File: src/rtl/poly_firing_ctrl_p_if.sv
// Handshake bundle between the polynomial firing controller (master) and its
// command FIFO, sub-FSM lanes, output FIFO and parent scheduler (slave).
interface poly_firing_ctrl_p_if #(
    parameter int WORD_SIZE = 16,
    parameter int NUM_POLY  = 8,
    parameter int OP_W      = 3,
    parameter int ARG2_W    = 5,
    parameter int NUM_OPS   = 4
);
    localparam int A_W = (NUM_POLY > 1) ? $clog2(NUM_POLY) : 1;

    logic                 start_fire;
    logic [1:0]           mode_in;
    logic [WORD_SIZE-1:0] command_in;
    logic                 cmd_empty;
    logic                 rd_cmd;
    logic [NUM_OPS-1:0]   sub_start;
    logic [NUM_OPS-1:0]   sub_done;
    logic [WORD_SIZE-1:0] sub_result;
    logic [WORD_SIZE-1:0] sub_status;
    logic [OP_W-1:0]      instr;
    logic [A_W-1:0]       arg1;
    logic [ARG2_W-1:0]    arg2;
    logic                 out_full;
    logic                 en_wr_output_fifo;
    logic [WORD_SIZE-1:0] result;
    logic [WORD_SIZE-1:0] status;
    logic                 done_fire;
    logic [1:0]           next_mode_out;

    modport master (
        input  start_fire, mode_in, command_in, cmd_empty, sub_done,
               sub_result, sub_status, out_full,
        output rd_cmd, sub_start, instr, arg1, arg2, en_wr_output_fifo,
               result, status, done_fire, next_mode_out
    );

    modport slave (
        output start_fire, mode_in, command_in, cmd_empty, sub_done,
               sub_result, sub_status, out_full,
        input  rd_cmd, sub_start, instr, arg1, arg2, en_wr_output_fifo,
               result, status, done_fire, next_mode_out
    );
endinterface

File: src/rtl/poly_firing_ctrl_p.sv
// One CFDF firing per start_fire: fetch/decode a command, dispatch it to a sub-FSM lane
// with a watchdog, or write result/status to the output FIFO under out_full backpressure.
module poly_firing_ctrl_p #(
    parameter int WORD_SIZE = 16,
    parameter int NUM_POLY  = 8,
    parameter int OP_W      = 3,
    parameter int ARG2_W    = 5,
    parameter int NUM_OPS   = 4,
    parameter int TIMEOUT   = 1024
) (
    input  logic clk,
    input  logic rst,
    poly_firing_ctrl_p_if.master bus
);
    localparam int A_W  = (NUM_POLY > 1) ? $clog2(NUM_POLY) : 1;
    localparam int WD_W = $clog2(TIMEOUT) + 1;

    typedef enum logic [2:0] {
        S_IDLE, S_CMD_RD, S_CMD_LATCH, S_DISPATCH, S_WAIT, S_OUT_WAIT, S_OUT_WR, S_DONE
    } state_t;

    state_t               r_state, w_state_nxt;
    logic [OP_W-1:0]      r_instr, w_instr_nxt;
    logic [A_W-1:0]       r_arg1, w_arg1_nxt;
    logic [ARG2_W-1:0]    r_arg2, w_arg2_nxt;
    logic [WORD_SIZE-1:0] r_result, w_result_nxt;
    logic [WORD_SIZE-1:0] r_status, w_status_nxt;
    logic [1:0]           r_next_mode, w_next_mode_nxt;
    logic [WD_W-1:0]      r_wd, w_wd_nxt;

    logic                 w_rd_cmd, w_en_wr, w_done_fire;
    logic [NUM_OPS-1:0]   w_sub_start, w_lane_oh;
    logic                 w_op_legal, w_a_bad, w_lane_done, w_wd_expire;
    logic [WD_W-1:0]      w_wd_inc;

    // Opcodes 1..4 map onto lanes 0..3; anything else leaves the one-hot empty.
    always_comb begin
        w_lane_oh = '0;
        for (int i = 0; i < NUM_OPS; i++) begin
            if (i < 4 && r_instr == OP_W'(i + 1)) w_lane_oh[i] = 1'b1;
        end
    end

    assign w_op_legal  = |w_lane_oh;
    assign w_a_bad     = ({1'b0, r_arg1} >= (A_W + 1)'(NUM_POLY));
    assign w_lane_done = |(bus.sub_done & w_lane_oh);
    assign w_wd_inc    = r_wd + WD_W'(1);
    // Expiry is flagged in the cycle the counter steps onto TIMEOUT-1.
    assign w_wd_expire = (w_wd_inc == WD_W'(TIMEOUT - 1));

    always_ff @(posedge clk) begin
        if (rst) r_state <= S_IDLE;
        else     r_state <= w_state_nxt;
    end

    always_comb begin
        w_state_nxt     = r_state;
        w_instr_nxt     = r_instr;
        w_arg1_nxt      = r_arg1;
        w_arg2_nxt      = r_arg2;
        w_result_nxt    = r_result;
        w_status_nxt    = r_status;
        w_next_mode_nxt = r_next_mode;
        w_wd_nxt        = r_wd;
        w_rd_cmd        = 1'b0;
        w_sub_start     = '0;
        w_en_wr         = 1'b0;
        w_done_fire     = 1'b0;
        case (r_state)
            S_IDLE: begin
                if (bus.start_fire) begin
                    case (bus.mode_in)
                        2'b00: begin
                            if (bus.cmd_empty) begin
                                w_status_nxt    = WORD_SIZE'(4);
                                w_next_mode_nxt = 2'b00;
                                w_state_nxt     = S_DONE;
                            end else begin
                                w_state_nxt = S_CMD_RD;
                            end
                        end
                        2'b01:   w_state_nxt = S_DISPATCH;
                        2'b10:   w_state_nxt = S_OUT_WAIT;
                        default: begin
                            w_next_mode_nxt = 2'b00;
                            w_state_nxt     = S_DONE;
                        end
                    endcase
                end
            end
            S_CMD_RD: begin
                w_rd_cmd    = 1'b1;
                w_state_nxt = S_CMD_LATCH;
            end
            S_CMD_LATCH: begin
                w_instr_nxt     = bus.command_in[OP_W-1:0];
                w_arg1_nxt      = bus.command_in[OP_W +: A_W];
                w_arg2_nxt      = bus.command_in[OP_W + A_W +: ARG2_W];
                w_status_nxt    = '0;
                w_next_mode_nxt = 2'b01;
                w_state_nxt     = S_DONE;
            end
            S_DISPATCH: begin
                if (!w_op_legal || w_a_bad) begin
                    w_status_nxt    = !w_op_legal ? WORD_SIZE'(1) : WORD_SIZE'(3);
                    w_result_nxt    = '0;
                    w_next_mode_nxt = 2'b10;
                    w_state_nxt     = S_DONE;
                end else begin
                    w_sub_start = w_lane_oh;
                    w_wd_nxt    = '0;
                    w_state_nxt = S_WAIT;
                end
            end
            S_WAIT: begin
                w_wd_nxt = w_wd_inc;
                if (w_lane_done) begin
                    w_state_nxt = S_DONE;
                    if (r_instr == OP_W'(4)) begin
                        w_instr_nxt     = '0;
                        w_arg1_nxt      = '0;
                        w_arg2_nxt      = '0;
                        w_result_nxt    = '0;
                        w_status_nxt    = '0;
                        w_next_mode_nxt = 2'b00;
                    end else begin
                        w_result_nxt    = bus.sub_result;
                        w_status_nxt    = bus.sub_status;
                        w_next_mode_nxt = 2'b10;
                    end
                end else if (w_wd_expire) begin
                    w_status_nxt    = WORD_SIZE'(2);
                    w_result_nxt    = '0;
                    w_next_mode_nxt = 2'b10;
                    w_state_nxt     = S_DONE;
                end
            end
            S_OUT_WAIT: begin
                if (!bus.out_full) w_state_nxt = S_OUT_WR;
            end
            S_OUT_WR: begin
                w_en_wr         = 1'b1;
                w_next_mode_nxt = 2'b00;
                w_state_nxt     = S_DONE;
            end
            S_DONE: begin
                w_done_fire = 1'b1;
                w_state_nxt = S_IDLE;
            end
            default: w_state_nxt = S_IDLE;
        endcase
    end

    always_ff @(posedge clk) begin
        if (rst) begin
            r_instr     <= '0;
            r_arg1      <= '0;
            r_arg2      <= '0;
            r_result    <= '0;
            r_status    <= '0;
            r_next_mode <= 2'b00;
            r_wd        <= '0;
        end else begin
            r_instr     <= w_instr_nxt;
            r_arg1      <= w_arg1_nxt;
            r_arg2      <= w_arg2_nxt;
            r_result    <= w_result_nxt;
            r_status    <= w_status_nxt;
            r_next_mode <= w_next_mode_nxt;
            r_wd        <= w_wd_nxt;
        end
    end

    assign bus.rd_cmd            = w_rd_cmd;
    assign bus.sub_start         = w_sub_start;
    assign bus.en_wr_output_fifo = w_en_wr;
    assign bus.done_fire         = w_done_fire;
    assign bus.instr             = r_instr;
    assign bus.arg1              = r_arg1;
    assign bus.arg2              = r_arg2;
    assign bus.result            = r_result;
    assign bus.status            = r_status;
    assign bus.next_mode_out     = r_next_mode;
endmodule
File: src/flat_wrapper.sv
// flat-port wrapper written by rule: the top's interface ports become plain ports
module poly_firing_ctrl_p_flat 
#(
    parameter int WORD_SIZE = 16,
    parameter int NUM_POLY  = 8,
    parameter int OP_W      = 3,
    parameter int ARG2_W    = 5,
    parameter int NUM_OPS   = 4,
    parameter int TIMEOUT   = 1024
)
  (clk, rst, bus_start_fire, bus_mode_in, bus_command_in, bus_cmd_empty, bus_sub_done, bus_sub_result, bus_sub_status, bus_out_full, bus_rd_cmd, bus_sub_start, bus_instr, bus_arg1, bus_arg2, bus_en_wr_output_fifo, bus_result, bus_status, bus_done_fire, bus_next_mode_out);
  poly_firing_ctrl_p_if #(.WORD_SIZE(WORD_SIZE), .NUM_POLY(NUM_POLY), .OP_W(OP_W), .ARG2_W(ARG2_W), .NUM_OPS(NUM_OPS)) bus_i ();
  input  logic clk;
  input  logic rst;
  input wire logic [$bits(bus_i.start_fire)-1:0] bus_start_fire;
  input wire logic [$bits(bus_i.mode_in)-1:0] bus_mode_in;
  input wire logic [$bits(bus_i.command_in)-1:0] bus_command_in;
  input wire logic [$bits(bus_i.cmd_empty)-1:0] bus_cmd_empty;
  input wire logic [$bits(bus_i.sub_done)-1:0] bus_sub_done;
  input wire logic [$bits(bus_i.sub_result)-1:0] bus_sub_result;
  input wire logic [$bits(bus_i.sub_status)-1:0] bus_sub_status;
  input wire logic [$bits(bus_i.out_full)-1:0] bus_out_full;
  output wire logic [$bits(bus_i.rd_cmd)-1:0] bus_rd_cmd;
  output wire logic [$bits(bus_i.sub_start)-1:0] bus_sub_start;
  output wire logic [$bits(bus_i.instr)-1:0] bus_instr;
  output wire logic [$bits(bus_i.arg1)-1:0] bus_arg1;
  output wire logic [$bits(bus_i.arg2)-1:0] bus_arg2;
  output wire logic [$bits(bus_i.en_wr_output_fifo)-1:0] bus_en_wr_output_fifo;
  output wire logic [$bits(bus_i.result)-1:0] bus_result;
  output wire logic [$bits(bus_i.status)-1:0] bus_status;
  output wire logic [$bits(bus_i.done_fire)-1:0] bus_done_fire;
  output wire logic [$bits(bus_i.next_mode_out)-1:0] bus_next_mode_out;
  assign bus_i.start_fire = bus_start_fire;
  assign bus_i.mode_in = bus_mode_in;
  assign bus_i.command_in = bus_command_in;
  assign bus_i.cmd_empty = bus_cmd_empty;
  assign bus_i.sub_done = bus_sub_done;
  assign bus_i.sub_result = bus_sub_result;
  assign bus_i.sub_status = bus_sub_status;
  assign bus_i.out_full = bus_out_full;
  assign bus_rd_cmd = bus_i.rd_cmd;
  assign bus_sub_start = bus_i.sub_start;
  assign bus_instr = bus_i.instr;
  assign bus_arg1 = bus_i.arg1;
  assign bus_arg2 = bus_i.arg2;
  assign bus_en_wr_output_fifo = bus_i.en_wr_output_fifo;
  assign bus_result = bus_i.result;
  assign bus_status = bus_i.status;
  assign bus_done_fire = bus_i.done_fire;
  assign bus_next_mode_out = bus_i.next_mode_out;
  poly_firing_ctrl_p #(.WORD_SIZE(WORD_SIZE), .NUM_POLY(NUM_POLY), .OP_W(OP_W), .ARG2_W(ARG2_W), .NUM_OPS(NUM_OPS), .TIMEOUT(TIMEOUT)) u_core (.clk(clk), .rst(rst), .bus(bus_i));
endmodule
File: config.mk
export PLATFORM = sky130hd
export DESIGN_NAME = poly_firing_ctrl_p_flat
export DESIGN_NICKNAME = d
export VERILOG_FILES = /design/src/rtl/poly_firing_ctrl_p_if.sv /design/src/rtl/poly_firing_ctrl_p.sv /design/src/flat_wrapper.sv
export SDC_FILE = /design/constraint.sdc
export NUM_CORES = 1
export LEC_CHECK = 0
export BUFFER_PORTS_ARGS = -buffer_cell sky130_fd_sc_hd__buf_4
export CORE_AREA = 4 4 90 92
export DETAILED_ROUTE_END_ITERATION = 8
export DIE_AREA = 0 0 94 96
export HOLD_SLACK_MARGIN = 0.08
export PLACE_DENSITY_LB_ADDON = 0.1
export RECOVER_POWER = 50
export SKIP_CTS_REPAIR_TIMING = 1
export SYNTH_ARGS = -nofsm -noshare
export SYNTH_HDL_FRONTEND = slang
export SYNTH_SLANG_ARGS = --single-unit
File: constraint.sdc
create_clock -name clk -period 3.3 [get_ports clk]
set_input_delay 0.165 -clock clk [delete_from_list [all_inputs] [get_ports clk]]
set_output_delay 0.165 -clock clk [all_outputs]
set_load 0.005 [all_outputs]
* Word-level counts from Yosys, hierarchy flattened
Cells that the tools add are included.
Cells by class: $add $sub $neg 1, equal/unequal tests 25, muxes and demuxes 47, bitwise operators 1, reduce and logical (&&, ||, !) cells 16
Operator list (count):
- $mux 16 | 11
- $pmux 16 s4 | 1
- $pmux 16 s2 | 1
- $pmux 11 s2 | 1
- $mux 3 | 7
- $pmux 3 s7 | 1
- $eq 3x3->1 const B | 5
- $mux 2 | 7
- $eq 3x2->1 const B | 4
- $ne 2x2->1 const B | 6
- $pmux 3 s2 | 2
- $reduce_and 6->1 | 2
- $add 11x1->11 const B | 1
- $eq 11x10->1 const B | 1
- $mux 11 | 1
- $mux 5 | 2
- $pmux 2 s5 | 1
- $pmux 5 s2 | 1
- $pmux 3 s3 | 1
- $reduce_and 3->1 | 3
- $mux 4 | 2
- $reduce_or 4->1 | 2
- $mux 1 | 7
- $eq 3x1->1 const B | 2
- other kinds (14) | 18
Storage, ports and cells: register bits after elaboration 59, output and inout port bits 52, logic and storage cells 98

* Logic depth before layout (Yosys ltp)
depth in word-level cells 6, gate-level depth with buffers 9, depth with buffers taken out 8

* Worst setup path before layout
OpenSTA, ideal clock, no wires.
kind register to register, from register u_core.r_wd[0], to register u_core.r_status[11], in the netlist u_core.bus.status[11], setup time 0.117 ns, data arrival time 1.858 ns, data required time 3.183 ns, slack 1.324 ns, stages on the path, launching flop included 9, path buffers 2, cell sequence dfxtp_1 > ha_1 > buf_6 > or3_4 > o31ai_2 > o2111a_2 > o21ai_4 > buf_6 > a32o_1
Between the ends: word-level cells in the longest chain between the ends 4
Ends and longest elaborated chain:
- from (decl) | RTL line poly_firing_ctrl_p.sv:29 | logic [WD_W-1:0] r_wd, w_wd_nxt;
- from (signal assigned) | RTL line poly_firing_ctrl_p.sv:170 | r_wd <= w_wd_nxt;
- $add 11x1->11 | RTL line poly_firing_ctrl_p.sv:47 | assign w_wd_inc = r_wd + WD_W'(1);
- $eq 11x10->1 | RTL line poly_firing_ctrl_p.sv:49 | assign w_wd_expire = (w_wd_inc == WD_W'(TIMEOUT - 1));
- $ne 3x1->1 (no line)
- $reduce_and 6->1 (no line)
- to (signal assigned) | RTL line poly_firing_ctrl_p.sv:168 | r_status <= w_status_nxt;
- to (decl) | RTL line poly_firing_ctrl_p.sv:27 | logic [WORD_SIZE-1:0] r_status, w_status_nxt;
No other way between the ends. A chain may end at the register's enable or synchronous reset.

* Final worst setup path
from register u_core.r_instr[1], in the netlist u_core.bus.instr[1], to register u_core.r_result[14], in the netlist u_core.bus.result[14]
Between the ends: word-level cells in the longest chain between the ends 6, elaborated cells on any way between the ends 17, those cells by class eq/ne (6); mux (7); bitwise (1); reduce/logical (3)
Ends and longest elaborated chain:
- from (decl) | RTL line poly_firing_ctrl_p.sv:23 | logic [OP_W-1:0] r_instr, w_instr_nxt;
- from (signal assigned) | RTL line poly_firing_ctrl_p.sv:164 | r_instr <= w_instr_nxt;
- $eq 3x1->1, or another cell as far along | RTL line poly_firing_ctrl_p.sv:40 | if (i < 4 && r_instr == OP_W'(i + 1)) w_lane_oh[i] = 1'b1;
- $mux 1 | RTL line poly_firing_ctrl_p.sv:40
- $and 4x4->4 | RTL line poly_firing_ctrl_p.sv:46 | assign w_lane_done = |(bus.sub_done & w_lane_oh);
- $reduce_or 4->1 | RTL line poly_firing_ctrl_p.sv:46
- $ne 3x1->1 (no line) / $mux 16 (equally long branches)
- $reduce_and 3->1 (no line) / $pmux 16 s2 (equally long branches)
- to (signal assigned) | RTL line poly_firing_ctrl_p.sv:167 | r_result <= w_result_nxt;
- to (decl) | RTL line poly_firing_ctrl_p.sv:26 | logic [WORD_SIZE-1:0] r_result, w_result_nxt;
Several ways; a longest one is shown, not always the timed one.

==> metrics.md <==
| Metric | Value |
|---|---|
| Combinational share of power | 25.6% |
| DP Wirelength | 5390 um |
| Syn avg cell area | 8.57 sq um |
| Die width | 94 um |
| Met1 global-route usage | 23.1% |
| Clock Sink Count | 59 |
| M3 GR Usage | 6.02% |
| CP arrival | 2.67 ns |
| Post-synth top area share | 41.5% |
| Post-Place Setup Slack | 0.937 ns |
| Top-count cell post-synth | dfxtp_1 |
| RSZ-0062 raised after global routing | no |
| Fill cell count | 704 |
| GR peak layer | met2 |
| Post-DR vias/cell | 5.28 |
| Gpl congestion | 0.771 |
| Sw frac | 32.5% |
| Root buf cell | clkbuf_8 |
| Worst-Margin Slew | 1.18 ns |
| I/O Pins | 111 |
| Number of synthesized flops with an enable pin | 0 |
| Internal power | 1430 uW |
| Worst Setup Start Kind | register |
| Slowest CP cell | nor2_1 |
| CP max stage delay | 0.89 ns |
| Critical Path RT | 3.57 ns |
| Top cell type by total area after synthesis | dfxtp_1 |
| Clk pin slew, worst setup/hold paths | 0.07 ns |
| Clock Tree Buf Depth | 2 |
| Vias in the first global route | 2591 |
| Total CTS buffers | 9 |
| Sequential share of the synthesized area | 41.5% |
| Max rail drop VDD | 311 uV |
| Post-Syn Instances | 332 |
| Final setup vio count | 0 |
| Crit Path Max Fanout | 16 |
| Synth area leaders | dfxtp_1 42%, a21oi_1 8.6%, nand3_1 5.5% |
| All-layer global routing usage | 17.2% |
| Pleak | 0.00158 uW |
| 1st-pass router iterations | 4 |
| Placeable Area | 7210 sq um |
| Main synth FF type | dfxtp_1 |
| Syn_nets | 395 |
| Effective utilization at floorplan | 39.4% |
| Netlist Area Pre-Place | 2850 sq um |
| Max Cap Viol | 0 |
| Final Hold Violating Endpoints | 0 |
| Clock power frac | 34.9% |
| GR Overflow Total | 0 |
| Skew final | 0.00572 ns |
| Multi-input logic area | 1500 sq um |
| DRC | 0 |
| Net Sw Power | 692 uW |
| Cell Chain, Critical Path | nor2_1, xnor2_1, nor2_1, nor2_1, a22oi_1, a21oi_1 |
| Global-route wire length before repair | 12200 um |
| Worst setup path category | reg2reg |
| Die Y-Extent | 96 um |
| Outcome | finished clean |
| Relative slew slack | 21.1% |
| Antenna Nets Post-Route | 0 |
| Post-Route WL | 8020 um |
| Power per cell area | 537 nW/um^2 |
| Flop pwr share | 39.5% |
| Largest net degree at the start of global routing | 45 |
| Tcrit/Tclk final | 72.7% |
| 1st-iter DRT viols | 129 |
| H-tree depth reported by CTS | 3 |
| R2R cell count | 6 |
| Post-DR wirelength/cell | 14.8 um |
| Post-synth cell types | 56 |
| WHS | 0.0900 ns |
| Row count | 31 |
| Met2 Use GR | 24.1% |
| Clock Latency Late Sink | 0.34 ns |
| Die area | 9020 sq um |
| Most used cell along the critical path | nor2_1 |
| Final Max Slew Viols | 0 |
| Setup TNS | 0 ns |
| Post-synth top cells | 59 x dfxtp_1, 49 x a21oi_1, 31 x nand3_1 |
| Final min period | 2.40 ns |
| FF+latch area | 1180 sq um |
| Seq cells post-synth | 59 |
| FMAX | 0.417 GHz |
| IO Port Bufs | 105 |
| Final worst slack | 0.901 ns |
| CTS tree | built |
| Setup crit end kind | register |
| Async SR Flop Fraction | 0% |
| Yosys warns | 0 |
| Min-Delay Path Depth | 3 |
| Worst Hold Class | in2reg |
| Antenna violations before repair | 0 |
| DR vias | 2867 |
| Area delta synth->final | 39.2% |
| Antenna Cells | 0 |
| Final #Nets | 502 |
| Share of cells above drive strength 1 | 29.7% |
[state kept, by name, summed over array words and instances, names as in the netlist]
signal,count
u_core.r_state,3
u_core.bus.arg1,3
u_core.bus.instr,3
u_core.bus.status,16
u_core.bus.arg2,5
u_core.bus.next_mode_out,2
u_core.bus.result,16
u_core.r_wd,11
[cell families after synthesis]
family	count (synthesis)	synth area share (%)
AOI/OAI and AO/OA	106	24.6
xor gates and xnor gates	5	1.54
adders and majority gates	4	1.76
buffers and inverters	31	5.94
DFF	59	41.5
muxes	4	1.50
and+or+nand+nor	123	23.1
[metal layers]
metal | part of all wire, % | up-vias | wire length, um
met1 | 47 | 1317 | 3770
li1 | - | 1436 | -
met4 | 1.8 | 0 | 144
met5 | 0 | - | 0
met2 | 43 | 101 | 3450
met3 | 8.2 | 13 | 655
[layout by cell type (no fill, tap or decap), types with 13 or more instances in the layout]
master          n
a21oi_1        49
a22oi_1        18
a32o_1         13
buf_4          62
clkbuf_4       39
dfxtp_1        59
dlygate4sd3_1  13
nand2_1        20
nand3_1        31
nor2_1         26
[through the flow]
| stage | area, sq um | utilization (%) | instances | total power (uW) |
|---|---|---|---|---|
| 4_1_cts | 3870 | 53.6 | 530 | 2150 |
| 5_1_grt | 3960 | 54.9 | 543 | 2260 |
| 3_3_place_gp | 3640 | 50.5 | 514 | 1400 |
| 3_5_place_dp | 3640 | 50.5 | 514 | 1400 |
| 6_report | 3960 | 54.9 | 543 | 2130 |
| 2_1_floorplan | 2850 | - | 332 | 1210 |
[power by group through the flow]
stage,clock network [uW],logic (uW),registers [uW]
2_1_floorplan,0,384,823
3_3_place_gp,0,542,854
3_5_place_dp,0,544,856
4_1_cts,765,546,840
5_1_grt,797,607,851
6_report,742,545,840
[final timing paths]
kind                                          from                                 end  slack, ns
setup / recovery  u_core.bus.instr[1]$_SDFFE_PP0P_  u_core.bus.result[14]$_SDFFE_PP0P_       0.90
setup reg to reg  u_core.bus.instr[1]$_SDFFE_PP0P_  u_core.bus.result[14]$_SDFFE_PP0P_       0.90
hold / removal                   bus_command_in[4]     u_core.bus.arg1[1]$_SDFFE_PP0P_       0.09
hold reg to reg    u_core.bus.arg1[0]$_SDFFE_PP0P_     u_core.bus.arg1[0]$_SDFFE_PP0P_       0.45
[layout make-up]
| type | instances | area share, % |
|---|---|---|
| clock buffers | 9 | 3.13 |
| clock inverters | 7 | 2.53 |
| inverters | 5 | 0.474 |
| multi-input cells | 242 | 37.7 |
| flip-flops and latches | 59 | 29.8 |
| well taps | 99 | 3.13 |
| repair buffers | 122 | 23.2 |
[critical path, delay by kind of cell, from the launching register on]
family / cells / cell delay (ns)
AND/OR/NAND/NOR: 3 / 1.05
flip-flops: 1 / 0.53
XOR/XNOR: 1 / 0.38
AO/OA/AOI/OAI: 2 / 0.38
Power figures use the tool's default switching activity.
